<file path="config.mk">
export PLATFORM = sky130hd
export DESIGN_NAME = irq_controller
export DESIGN_NICKNAME = d
export VERILOG_FILES = /design/src/rtl/irq_controller.sv
export SDC_FILE = /design/constraint.sdc
export NUM_CORES = 1
export LEC_CHECK = 0
export CORE_UTILIZATION = 34
export CTS_CLUSTER_SIZE = 25
export DETAILED_ROUTE_END_ITERATION = 10
export PLACE_DENSITY = 0.82
export SLEW_MARGIN = 0
export SYNTH_ARGS = -nofsm -noshare
export SYNTH_HDL_FRONTEND = slang
export SYNTH_SLANG_ARGS = --single-unit
export TNS_END_PERCENT = 50
</file>
<file path="constraint.sdc">
create_clock -name clk_i -period 1.4 [get_ports clk_i]
set_input_delay 0.28 -clock clk_i [delete_from_list [all_inputs] [get_ports clk_i]]
set_output_delay 0.28 -clock clk_i [all_outputs]
set_load 0.01 [all_outputs]
</file>
<file path="src/rtl/irq_controller.sv">
// Interrupt controller: arbitrates level requests, pulses trap entry, waits for mret, then acks the served line.
// Define IRQ_RR_EN for round-robin arbitration; the default is fixed lowest-index priority.
module irq_controller #(
  parameter int N_IRQ = 16
) (
  input  logic             clk_i,
  input  logic             rst_i,
  input  logic [N_IRQ-1:0] irq_req_i,
  input  logic [N_IRQ-1:0] mie_i,
  input  logic             int_rst_i,
  output logic             int_o,
  output logic [31:0]      mcause_o,
  output logic [N_IRQ-1:0] irq_ret_o,
  output logic             busy_o
);

  typedef enum logic [1:0] {IDLE, TRAP, SERVICE, ACK} state_t;

  state_t           r_state;
  logic [4:0]       r_idx;
  logic [N_IRQ-1:0] w_elig;
  logic             w_anyElig;
  logic [4:0]       w_winIdx;
  logic [N_IRQ-1:0] w_ackVec;

  assign w_elig    = irq_req_i & mie_i;
  assign w_anyElig = |w_elig;

`ifdef IRQ_RR_EN
  logic [4:0] r_ptr;
  int         w_dist;
  int         w_best;

  // Winner is the eligible line closest after the last served index, wrapping at N_IRQ.
  always_comb begin
    w_winIdx = '0;
    w_best   = N_IRQ;
    w_dist   = 0;
    for (int i = 0; i < N_IRQ; i++) begin
      w_dist = i - int'(r_ptr) - 1;
      if (w_dist < 0) w_dist = w_dist + N_IRQ;
      if (w_elig[i] && (w_dist < w_best)) begin
        w_best   = w_dist;
        w_winIdx = 5'(i);
      end
    end
  end
`else
  always_comb begin
    w_winIdx = '0;
    for (int i = N_IRQ - 1; i >= 0; i--) begin
      if (w_elig[i]) w_winIdx = 5'(i);
    end
  end
`endif

  always_comb begin
    w_ackVec = '0;
    for (int i = 0; i < N_IRQ; i++) begin
      if (5'(i) == r_idx) w_ackVec[i] = 1'b1;
    end
  end

  always_ff @(posedge clk_i) begin
    if (rst_i) begin
      r_state   <= IDLE;
      r_idx     <= '0;
      int_o     <= 1'b0;
      mcause_o  <= '0;
      irq_ret_o <= '0;
      busy_o    <= 1'b0;
`ifdef IRQ_RR_EN
      r_ptr     <= '0;
`endif
    end else begin
      int_o     <= 1'b0;
      irq_ret_o <= '0;
      case (r_state)
        IDLE: begin
          if (w_anyElig) begin
            r_state  <= TRAP;
            r_idx    <= w_winIdx;
            int_o    <= 1'b1;
            mcause_o <= 32'h8000_0010 + {27'd0, w_winIdx};
            busy_o   <= 1'b1;
          end
        end
        TRAP: r_state <= SERVICE;
        // Requests and mask changes are deliberately ignored until mret retires.
        SERVICE: begin
          if (int_rst_i) begin
            r_state   <= ACK;
            irq_ret_o <= w_ackVec;
          end
        end
        ACK: begin
          r_state  <= IDLE;
          mcause_o <= '0;
          busy_o   <= 1'b0;
`ifdef IRQ_RR_EN
          r_ptr    <= r_idx;
`endif
        end
        default: r_state <= IDLE;
      endcase
    end
  end

endmodule
</file>
==> run summary, run 1 <==
### Synthesis
- Seq cells post-synth: 28
- simple-gate area share of the yosys netlist: 20.1%
- warnings from Yosys: 0
- count of mapped cells out of synthesis: 168
- fraction of the yosys area taken by sequential cells: 37.3%
- area share of xor/xnor cells in the synthesized design: 0%
- mux share of post-synthesis cell area: 1.33%
- Post-synth EDFFs: 0
- area fraction in compound gates after synthesis: 21.3%
- Async SR Flop Fraction: 0%
- cell area after synthesis: 1500 um2
- fraction of the mapped netlist area in adder cells: 3.33%
- dominant combinational cell family by area after synthesis: compound AO/OA/AOI/OAI gates
- Main synth FF type: dfxtp_1
- Post-Syn Area per Cell: 8.94 um2
- distinct cell type count of the synthesized netlist: 44

### Placement
- Detail Placement HPWL: 2750 um
- number of buffers added on ports: 58
- routability cong.: 0.780
- Placed Area: 2130 um2
- placed insts: 284

### STA
- final hold violations: 0
- final number of setup-violating endpoints: 0
- Sum Neg Setup Slack: 0 ps
- worst-case clock skew: 1.50 ps
- final-report max-slew violation count: 0
- fraction of the cycle the final worst path needs: 97.2%
- Max Clk Rate: 0.735 GHz
- shortest period the worst path allows: 1360 ps
- Post-Route Hold Slack: 463 ps

### Pwr
- Final Power: 0.00271 W
- Net Sw Power: 0.000889 W
- peak supply drop: 0.516 mV
- switching portion of total power: 32.8%
- part of the total power dissipated in the clock network: 23.6%
- leakage power of the design: 1.11 nW
- Reg power frac: 37.8%
- cell area power density: 1220 nW/um2
- fraction of power consumed by combinational cells: 38.6%
- Int Pwr: 0.00182 W

### Global route
- largest net degree at the start of global routing: 18
- number of global-route vias before repair: 1350
- GRT Total Usage: 15.8%
- number of antenna violations at the first check in global routing: 0
- Overflow after GRT: 0
- first-pass GRT wire length: 5500 um

### Critical path
- Req. time, crit path: 1620 ps
- Crit-path slowest cell: or4b_1
- CP Capture Type: register
- largest stage delay on the critical path: 460 ps
- cell-by-cell trace of the critical path: dlygate4sd2_1 > a22oi_4 > o211ai_2 > a41oi_2 > or4b_1 > o21ai_1
- sort of element at the start of the critical path: input port
- crit path buf inv count: 1
- data arrival time of the critical path: 1580 ps
- top fanout value on the critical path: 3
- worst setup path category: input port to register
- cell type group with the largest total delay on the critical path: compound AO/OA/AOI/OAI gates

### Clocking
- clock-pin slew reported for the worst setup and hold paths after clock tree synthesis: 90 ps
- buffer type at the clock tree root: clkbuf_8
- clock insertion delay at the later pin of the skew report: 280 ps
- number of H-tree branching levels: 1
- total clock buffers created by CTS: 3
- CTS tree: done
- count of clock tree sinks: 28
- maximum clock path buffer count: 2

### Floorplan
- Die Footprint: 4690 um2
- die width: 68.5 um
- area of the core: 4120 um2
- vertical die dimension: 68.5 um
- starting utilization of the core area: 36.5%
- count of pins on the block boundary: 85
- Row Count: 23

### Drt
- Detail Route Antenna Nets: 0
- routed wire length: 3580 um
- Routed WL per cell: 12.2 um
- Starting DRT DRC Count: 75
- DRC violation count after routing: 0
- via/cell ratio: 4.84
- Detailed Routing Iterations Pass 1: 4
- total via count after detailed routing: 1423

### Layout
- NumNets Final: 284
- number of antenna cells inserted: 0
- layout overhead on the synthesized area: 48.0%
- Post-Layout Cell Count: 294
- area of all placed cells without fillers: 2220 um2
- fraction of final layout cells sized beyond drive strength 1: 27.5%

### Status
- outcome: completed

### Worst hold path
- kind of path behind the tightest hold check: input port to register

### Job
- maximum capacitance violations: 0

-- metrics by stage --
stage | util (%) | worst slack [ps]
after floorplan | - | 17.9
after global placement | 51.7 | -502
after detailed placement | 51.7 | -554
after CTS | 53.5 | -35.0
after global routing | 54.1 | -27.1
final | 54.1 | 38.7
-- power by group through the flow --
stage                     Sequential, W  Combinational, W  Clock (W)
final                           0.00102           0.00105   0.000640
after global routing            0.00105           0.00114   0.000670
after CTS                       0.00101          0.000983   0.000644
after detailed placement        0.00103          0.000984          0
after global placement          0.00103          0.000958          0
after floorplan                 0.00103          0.000588          0
-- cell usage after synthesis (all sizes together) (3+ instances only) --
library cell / count / area (um2)
nand2b: 6 / 37.5
nand3: 4 / 20.0
nor3: 5 / 25.0
o21ai: 5 / 36.3
nand2: 16 / 60.1
buf: 30 / 219
o31ai: 3 / 22.5
a22o: 3 / 26.3
nand3b: 3 / 22.5
nor2: 19 / 71.3
inv: 5 / 18.8
dfxtp: 28 / 561
a22oi: 7 / 85.1
ha: 4 / 50.1
-- cell type report --
cell class,instances,area (um2)
flip-flops and latches,28,562
well taps,50,62.6
repair buffers,79,636
inverters,5,18.8
fillers,411,1890
multi-input cells,128,875
clock inverters,1,30.0
clock buffers,3,41.3
-- placed cells by master, fill, tap and decap left out, drive strengths merged, types with 2 or more instances in the layout --
cell type / count
a211oi: 2
a21oi: 2
a22o: 3
a22oi: 7
a32oi: 2
and4: 2
buf: 21
clkbuf: 19
clkdlybuf4s15: 10
clkdlybuf4s50: 2
conb: 26
dfxtp: 28
dlygate4sd2: 27
dlymetal6s2s: 3
ha: 4
inv: 5
mux2i: 2
nand2: 16
nand2b: 6
nand3: 4
nand3b: 3
nor2: 19
nor3: 5
o211ai: 2
o21ai: 5
o31ai: 3
o32ai: 2
-- registers in the layout, indices dropped and copies added, names as in the netlist --
name       flops
irq_ret_o     16
r_idx          4
mcause_o       5
r_state        2
int_o          1
-- metal layers --
metal,up-vias,wire length [um],global-route usage (%),share of wire (%)
met5,-,0,0,0
met4,0,59,8.59,1.6
met3,5,262,1.67,7.3
met2,69,1910,32.4,53
met1,653,1350,14.9,38
li1,696,-,-,-
-- logic make-up (layout without fill, tap and decap cells) --
family,count (synthesis),in the layout
and+or+nand+nor,61,61
buffers and inverters,37,88
adders and majority gates,4,4
muxes,2,2
other,1,26
DFF,28,28
AOI/OAI and AO/OA,35,35
-- worst reg2reg max path: stages (launching register included) --
cell and delay (ps):
dfxtp_1 330, inv_2 90, ha_4 180, o21ai_4 90, or4b_1 510, o21ai_1 80
-- repair_timing --
action | in CTS | in global routing
hold buffers | 0 | 0
pin swaps | 19 | 16
buffers inserted | 4 | 3
gates resized for setup | 64 | 56
endpoints found under the setup margin | 34 | 16
-- final timing paths --
check                     end        start  slack (ps)  depth (start not counted)
setup / recovery  mcause_o[2]    mie_i[10]          40                          6
hold / removal    mcause_o[0]     mie_i[0]         460                          4
setup reg to reg  mcause_o[2]   r_state[0]          60                          5
hold reg to reg   mcause_o[3]  mcause_o[3]         470                          2
No activity file was read; power rests on OpenSTA's default activity.
==> run 2, diff against run 1 <==
--- a/config.mk
+++ b/config.mk
@@ -9,7 +9,9 @@
 export CTS_CLUSTER_SIZE = 25
 export DETAILED_ROUTE_END_ITERATION = 10
 export PLACE_DENSITY = 0.82
-export SLEW_MARGIN = 0
+export SKIP_CTS_REPAIR_TIMING = 1
+export SKIP_LAST_GASP = 1
+export SLEW_MARGIN = 20
 export SYNTH_ARGS = -nofsm -noshare
 export SYNTH_HDL_FRONTEND = slang
 export SYNTH_SLANG_ARGS = --single-unit
==> run summary, run 2 (synthesis results as in run 1) <==
### Status
- outcome: finished, violations left, was completed
- violated checks: negative setup slack

### Pwr
- cell area power density: 1160 nW/um2, was 1220 nW/um2
- leakage power of the design: 1.34 nW, was 1.11 nW
- peak supply drop: 0.527 mV, was 0.516 mV

### Clocking
- total clock buffers created by CTS: 3, unchanged
- CTS tree: done, unchanged
- clock-pin slew reported for the worst setup and hold paths after clock tree synthesis: 90 ps, about the same
- buffer type at the clock tree root: clkbuf_8, unchanged
- clock insertion delay at the later pin of the skew report: 280 ps, about the same
- maximum clock path buffer count: 2, unchanged
- number of H-tree branching levels: 1, unchanged
- count of clock tree sinks: 28, unchanged

### Drt
- Detailed Routing Iterations Pass 1: 4, unchanged
- DRC violation count after routing: 0, unchanged
- Starting DRT DRC Count: 81, was 75
- via/cell ratio: 4.79, was 4.84
- routed wire length: 3580 um, about the same
- total via count after detailed routing: 1394, was 1423
- Detail Route Antenna Nets: 0, unchanged
- Routed WL per cell: 12.3 um, was 12.2 um

### Worst hold path
- count of cells along the worst hold path: 2, was 4
- kind of path behind the tightest hold check: register to register, was input port to register

### Job
- maximum capacitance violations: 0, unchanged

### Floorplan
- Die Footprint: 4690 um2, unchanged
- die width: 68.5 um, unchanged
- Row Count: 23, unchanged
- area of the core: 4120 um2, unchanged
- starting utilization of the core area: 36.5%, unchanged
- count of pins on the block boundary: 85, unchanged
- vertical die dimension: 68.5 um, unchanged

### Layout
- highest-count cells in the layout ignoring fill and taps: dlymetal6s2s_1, dfxtp_1, conb_1, nor2_1, clkdlybuf4s50_1, was dlygate4sd2_1, dfxtp_1, conb_1, buf_4, nor2_1
- number of antenna cells inserted: 0, unchanged
- register with the most flip-flops: irq_ret_o, unchanged
- top flop regs: irq_ret_o: 16 flops, mcause_o: 5 flops, r_idx: 4 flops, unchanged
- max reg flops: 16, unchanged
- fraction of final layout cells sized beyond drive strength 1: 19.9%, was 27.5%
- most common cell after layout, fill and taps aside: dlymetal6s2s_1
- Post-Layout Cell Count: 291, was 294
- layout overhead on the synthesized area: 60.0%, was 48.0%
- NumNets Final: 281, was 284

### STA
- fraction of the cycle the final worst path needs: 102%, was 97.2%
- Max Clk Rate: 0.699 GHz, was 0.735 GHz
- final hold violations: 0, unchanged
- final-report max-slew violation count: 0, unchanged
- worst-case clock skew: 2.47 ps, was 1.50 ps
- unrepaired setup endpoints after global routing: true
- shortest period the worst path allows: 1430 ps, was 1360 ps
- final setup margin: -30.9 ps, was 38.7 ps
- final number of setup-violating endpoints: 10, was 0

### Placement
- placed insts: 284, unchanged
- number of buffers added on ports: 58, unchanged
- routability cong.: 0.780, unchanged
- Detail Placement HPWL: 2750 um, unchanged
- Place WS: -554 ps, unchanged

### Critical path
- largest stage delay on the critical path: 530 ps, was 460 ps
- Worst Reg2Reg Path Length in Cells: 7, was 5
- top fanout value on the critical path: 2, was 3
- data arrival time of the critical path: 1150 ps, was 1580 ps
- CP Capture Type: primary output, was register
- crit path buf inv count: 1, unchanged
- Req. time, crit path: 1120 ps, was 1620 ps
- Crit-path slowest cell: clkdlybuf4s50_1, was or4b_1
- cell-by-cell trace of the critical path: clkdlybuf4s50_1, was dlygate4sd2_1 > a22oi_4 > o211ai_2 > a41oi_2 > or4b_1 > o21ai_1
- cell type group with the largest total delay on the critical path: buffers and inverters, was compound AO/OA/AOI/OAI gates
- Crit path depth: 1, was 6
- sort of element at the start of the critical path: register, was input port
- worst setup path category: register to primary output, was input port to register

### Global route
- number of antenna violations at the first check in global routing: 0, unchanged
- Overflow after GRT: 0, unchanged
- first-pass GRT wire length: 5330 um, was 5500 um
- number of global-route vias before repair: 1324, was 1350
- largest net degree at the start of global routing: 18, unchanged
- GRT Total Usage: 15.1%, was 15.8%

[run 2: layout make-up]
cell class / count / area [um2]
clock inverters: 1 / 30.0
fillers: 373 / 1710
clock buffers: 3 / 41.3
repair buffers: 76 / 817
inverters: 5 / 18.8
multi-input cells: 128 / 873
flip-flops and latches: 28 / 562
well taps: 50 / 62.6
[run 2: path summary, 6_finish.rpt]
check	from	endpoint	slack (ps)
setup / recovery	mcause_o[0]	mcause_o[0]	-30
hold / removal	mcause_o[3]	mcause_o[3]	480
setup reg to reg	r_state[0]	irq_ret_o[4]	50
hold reg to reg	mcause_o[3]	mcause_o[3]	480
[run 2: per-layer routing]
metal	up-vias	global-route usage, %	share of wire, %
li1	688	-	-
met1	637	14.9	39
met2	64	30.3	53
met3	5	1.67	6.7
met4	0	7.81	1.6
met5	-	0	0
[run 2: power breakdown]
group | total, W | switching (W) | internal (W)
Clock | 0.000640 | 0.000256 | 0.000383
Sequential | 0.00102 | 0.000106 | 0.000914
Combinational | 0.00112 | 0.000527 | 0.000592
[run 2: per-stage QoR]
step | setup TNS [ps] | hold WS, ps | area, um2 | total power (W) | util, %
final | -88.6 | 477 | 2400 | 0.00278 | 58.4
after global routing | -857 | 495 | 2400 | 0.00292 | 58.4
after CTS | -3150 | 477 | 2200 | 0.00265 | 53.4
after detailed placement | -6690 | 464 | 2130 | 0.00202 | 51.7
after global placement | -6110 | 457 | 2130 | 0.00198 | 51.7
after floorplan | 0 | 486 | 1600 | 0.00162 | -
